$ cat src/rtl/imem_arbiter.sv
// Single-port instruction-memory arbiter: shares one synchronous memory port between
// the fetch stage and the loader, faults bad requests and routes 1-cycle read data back.
module imem_arbiter #(
    parameter int ADDR_W   = 10,
    parameter int MAX_WAIT = 4
) (
    input  logic              clk,
    input  logic              rst_n,
    // fetch side
    input  logic              f_req,
    input  logic [31:0]       f_addr,
    output logic              f_gnt,
    output logic              f_rvalid,
    output logic [31:0]       f_rdata,
    output logic              f_fault,
    // loader / debug side
    input  logic              l_req,
    input  logic              l_we,
    input  logic [31:0]       l_addr,
    input  logic [7:0]        l_wdata,
    output logic              l_gnt,
    output logic              l_rvalid,
    output logic [31:0]       l_rdata,
    output logic              l_fault,
    // memory port
    output logic              m_en,
    output logic              m_we,
    output logic [ADDR_W-1:0] m_addr,
    output logic [7:0]        m_wdata,
    input  logic [31:0]       m_rdata
);

    typedef enum logic [1:0] {
        OWN_NONE  = 2'd0,
        OWN_FETCH = 2'd1,
        OWN_LOAD  = 2'd2
    } owner_t;

    localparam logic [3:0] WAIT_MAX = 4'(MAX_WAIT);

    owner_t      r_owner;
    logic        r_resp_fault;
    logic        r_resp_write;
    logic [3:0]  r_wait_cnt;

    owner_t      w_owner_nxt;
    logic        w_resp_fault_nxt;
    logic        w_resp_write_nxt;
    logic [3:0]  w_wait_nxt;

    logic        w_l_win;
    logic        w_f_win;
    logic        w_any_gnt;
    logic [31:0] w_sel_addr;
    logic        w_sel_read;
    logic        w_range_flt;
    logic        w_align_flt;
    logic        w_fault;
    logic        w_resp_read_ok;

    // State register: response owner/qualifiers and fetch starvation counter.
    always_ff @(posedge clk) begin
        if (!rst_n) begin
            r_owner      <= OWN_NONE;
            r_resp_fault <= 1'b0;
            r_resp_write <= 1'b0;
            r_wait_cnt   <= 4'd0;
        end else begin
            r_owner      <= w_owner_nxt;
            r_resp_fault <= w_resp_fault_nxt;
            r_resp_write <= w_resp_write_nxt;
            r_wait_cnt   <= w_wait_nxt;
        end
    end

    // Next-state: arbitration, fault classification and response bookkeeping.
    always_comb begin
        w_l_win     = l_req && !(f_req && (r_wait_cnt == WAIT_MAX));
        w_f_win     = f_req && !w_l_win;
        w_any_gnt   = rst_n && (w_l_win || w_f_win);
        w_sel_addr  = w_l_win ? l_addr : f_addr;
        w_sel_read  = w_f_win || !l_we;
        // Byte writes may land on any offset; only word reads need alignment.
        w_range_flt = (w_sel_addr >> ADDR_W) != 32'd0;
        w_align_flt = w_sel_read && (w_sel_addr[1:0] != 2'b00);
        w_fault     = w_range_flt || w_align_flt;

        w_owner_nxt      = OWN_NONE;
        w_resp_fault_nxt = 1'b0;
        w_resp_write_nxt = 1'b0;
        if (w_any_gnt) begin
            w_owner_nxt      = w_l_win ? OWN_LOAD : OWN_FETCH;
            w_resp_fault_nxt = w_fault;
            w_resp_write_nxt = w_l_win && l_we;
        end

        w_wait_nxt = 4'd0;
        if (f_req && !(rst_n && w_f_win)) begin
            w_wait_nxt = (r_wait_cnt >= WAIT_MAX) ? WAIT_MAX : r_wait_cnt + 4'd1;
        end
    end

    // Outputs: grants and memory strobes are combinational; responses come from registers.
    always_comb begin
        f_gnt   = rst_n && w_f_win;
        l_gnt   = rst_n && w_l_win;
        m_en    = w_any_gnt && !w_fault;
        m_we    = m_en && w_l_win && l_we;
        m_addr  = m_en ? w_sel_addr[ADDR_W-1:0] : '0;
        m_wdata = m_en ? l_wdata : 8'd0;

        w_resp_read_ok = !r_resp_fault && !r_resp_write;
        f_rvalid = rst_n && (r_owner == OWN_FETCH);
        f_fault  = f_rvalid && r_resp_fault;
        f_rdata  = (f_rvalid && w_resp_read_ok) ? m_rdata : 32'd0;
        l_rvalid = rst_n && (r_owner == OWN_LOAD);
        l_fault  = l_rvalid && r_resp_fault;
        l_rdata  = (l_rvalid && w_resp_read_ok) ? m_rdata : 32'd0;
    end

endmodule

$ cat config.mk
export PLATFORM = sky130hd
export DESIGN_NAME = imem_arbiter
export DESIGN_NICKNAME = d
export VERILOG_FILES = /design/src/rtl/imem_arbiter.sv
export SDC_FILE = /design/constraint.sdc
export NUM_CORES = 1
export LEC_CHECK = 0
export ABC_AREA = 1
export CAP_MARGIN = 40
export CORE_MARGIN = 3
export CORE_UTILIZATION = 24
export CTS_BUF_LIST = sky130_fd_sc_hd__clkbuf_16
export DETAILED_ROUTE_END_ITERATION = 10
export PLACE_DENSITY = 0.89
export REMOVE_ABC_BUFFERS = 1
export SYNTH_ARGS = -nofsm -noshare
export SYNTH_HDL_FRONTEND = slang
export SYNTH_SLANG_ARGS = --single-unit
$ cat constraint.sdc
create_clock -name clk -period 3.6 [get_ports clk]
set_input_delay 0.54 -clock clk [delete_from_list [all_inputs] [get_ports clk]]
set_output_delay 0.54 -clock clk [all_outputs]
set_load 0.01 [all_outputs]
==> results by group <==
Drt
  – Vias after detailed routing: between 2000 and 2500
  – Iteration-0 DRC Markers: 53
  – WL/cell: 12.1 um
  – Via density: 4.13
  – Final wirelength: 6440 um
  – Remaining DRCs: 0
  – Antenna Nets Post-Route: 0
  – First-pass iteration count of the detailed router: 4

Logic synthesis
  – Mapped Cells: 267
  – Yosys warns: 0
  – Yosys top cell area share: between 30% and 40%
  – Mapped Avg Cell Area: 4.64 sq um
  – Largest cells by area after synthesis: nor2_1, inv_1, nand2_1, dfxtp_1, nor2_2
  – Distinct cells, synth: 20
  – Register area share after synthesis: 12.9%
  – Area leader, netlist: nor2_1
  – Yosys reg bits: 8
  – Post-synthesis cell area: 1240 sq um

Placed design
  – Dpl cell area: 3290 sq um
  – GPL Wtd Cong: 0.786
  – Inst Count DP: 526
  – HPWL Detailed: 5730 um
  – Port Buffers: 198

Power and ir drop
  – Net Sw Power: 125 uW
  – Sequential power share: 18.5%
  – Switching Fraction: between 20% and 30%
  – Peak supply drop: 174 uV
  – Leakage: 1.57 nW
  – Internal: between 300 and 400 uW
  – Clock share of power: 35.6%
  – Power density over the cells: 153 nW/um^2
  – Combinational Power Share: 45.8%

Finish
  – Commonest non-fill, non-tap cells in the layout: clkdlybuf4s50_1, nor2_1, inv_1, nand2_1, nor2_2
  – Number of fill cells in the layout: 402
  – Final Instance Area: 3360 sq um
  – Share of cells above drive strength 1: roughly 4.1%
  – Fin cells: 530
  – Commonest non-fill, non-tap cell in the layout: clkdlybuf4s50_1
  – Area Growth Syn to Fin: 172%
  – Fin nets: about 580

Timing
  – Final Cycle Share: 93.2%
  – Clock Skew: about 0.00020 ns
  – Worst hold margin: 0.443 ns
  – Final Max Tran Viols: 0
  – Fin. Hold Viols: 0
  – RSZ-0062 raised after global routing: no
  – Final setup fails: 0
  – Setup TNS: 0 ns
  – Fmax: approximately 0.30 GHz
  – Fin crit period: 3.36 ns

Critical path
  – WP data arrival: 2.82 ns
  – CP endpoint kind: primary output
  – Req. time, crit path: roughly 3.1 ns
  – Startpoint Class: primary input
  – CP max-delay cell: clkdlybuf4s50_1
  – Cell mode on critical path: nand2_1
  – CP max stage delay: about 0.56 ns
  – Crit-path leading delay family: simple AND/OR/NAND/NOR gates
  – CP Max Fanout: 19
  – CP bufs+invs: 2
  – CP Cell Sequence: clkdlybuf4s50_1 -> nand4_2 -> nand2_2 -> nand2_1 -> nand2_1 -> nand2_1 -> nand2_2 -> nand3_4 -> nor2_1 -> clkdlybuf4s50_1
  – Worst Path Class, Setup: in -> out

Die
  – DIE HEIGHT: approximately 80 um
  – Die area: 6060 sq um
  – I/O pins: around 200
  – Row cnt: 25
  – Chip width: 77.8 um
  – Core area: 4850 sq um
  – Initial core utilization: 25.5%

Hold path
  – HP Class: reg -> reg

Clock network
  – CTS clk-pin slew, worst paths: approximately 0.040 ns
  – H-tree depth: 1
  – Number of clock sinks: 8
  – Post-CTS setup buffers: 0
  – Resized Gates After CTS: 0
  – Clock Latency Late Sink: 0.23 ns
  – Clock Tree Buf Depth: 2
  – Num CTS Buffers: 3
  – Root buf cell: clkbuf_16
  – # hold bufs at CTS: 0
  – CTS tree: built

Status
  – Status: finished, final reports clean

Run
  – Max-Cap Viols: 0

Global route
  – Global-route wire length before repair: 9780 um
  – Total gr overflow: 0
  – Initial antenna violation count: 1
  – Vias in the first global route: 2071
  – Pin count of the biggest net entering global routing: 33
  – Global Route Usage Sum: 19.9%
[area by class of cell]
type                    instances  area, sq um  share of cell area, %
diodes                          1         2.50                 0.0744
clock buffers                   3         75.1                   2.23
repair buffers                201         2000                   59.6
inverters                      63          236                   7.03
multi-input cells             187          801                   23.8
well taps                      67         83.8                   2.49
flip-flops and latches          8          160                   4.76
[Yosys cell counts]
cell type / instances
nand3_1: 6
clkbuf_1: 7
buf_6: 1
ha_1: 2
or2_0: 2
conb_1: 1
nor2_2: 9
nor3_1: 3
dfxtp_1: 8
a21boi_0: 1
nor2_1: 108
nand2_1: 47
nor4_1: 1
inv_1: 63
nand2_2: 2
o21ai_1: 1
buf_1: 1
nand3b_1: 2
nand4_2: 1
nand3_4: 1
[state kept, by name (all words and copies together) (netlist names)]
register / count
r_resp_write: 1
r_wait_cnt: 4
r_resp_fault: 1
r_owner: 2
[final timing paths]
| check | from | to | slack [ns] | cells after the start |
|---|---|---|---|---|
| max | f_req | m_wdata[7] | 0.24 | 10 |
| min | r_wait_cnt[0]$_SDFF_PP0_ | r_wait_cnt[0]$_SDFF_PP0_ | 0.44 | 1 |
| max reg2reg | r_wait_cnt[0]$_SDFF_PP0_ | r_resp_fault$_SDFF_PN0_ | 2.07 | 6 |
| min reg2reg | r_wait_cnt[0]$_SDFF_PP0_ | r_wait_cnt[0]$_SDFF_PP0_ | 0.44 | 1 |
[logic make-up (layout without fill, tap and decap cells)]
logic type	Yosys count	in the layout	share of synthesized area, %
AND/OR/NAND/NOR	182	182	61.3
buffers and inverters	72	267	22.4
flip-flops	8	8	12.9
adder cells (fa/ha/maj)	2	2	2.02
AO/OA/AOI/OAI	2	2	1.01
other	1	2	0.303
[stage by stage]
stage | worst slack (ns) | total power [mW] | util, %
3_3_place_gp | 0.333 | 0.328 | 67.8
5_1_grt | 0.0106 | 0.543 | 69.4
6_report | 0.245 | 0.513 | 69.4
3_5_place_dp | 0.246 | 0.332 | 67.8
2_1_floorplan | 1.07 | 0.167 | -
4_1_cts | 0.219 | 0.519 | 69.3
[power by group through the flow]
| stage | combinational (mW) | sequential (mW) | clock, mW |
|---|---|---|---|
| 2_1_floorplan | 0.0711 | 0.0958 | 0 |
| 3_3_place_gp | 0.232 | 0.0962 | 0 |
| 3_5_place_dp | 0.236 | 0.0964 | 0 |
| 4_1_cts | 0.237 | 0.0952 | 0.187 |
| 5_1_grt | 0.256 | 0.0955 | 0.191 |
| 6_report | 0.235 | 0.0951 | 0.183 |
[layer usage]
| metal | vias to the layer above | global-route usage, % | part of all wire (%) |
|---|---|---|---|
| met5 | - | 0 | 0 |
| met4 | 0 | 5.16 | 1.5 |
| met3 | 8 | 5.92 | 9.1 |
| met2 | 111 | 39.6 | 54 |
| met1 | 927 | 19.5 | 35 |
| li1 | 1142 | - | - |
(Power assumes the default switching activity.)
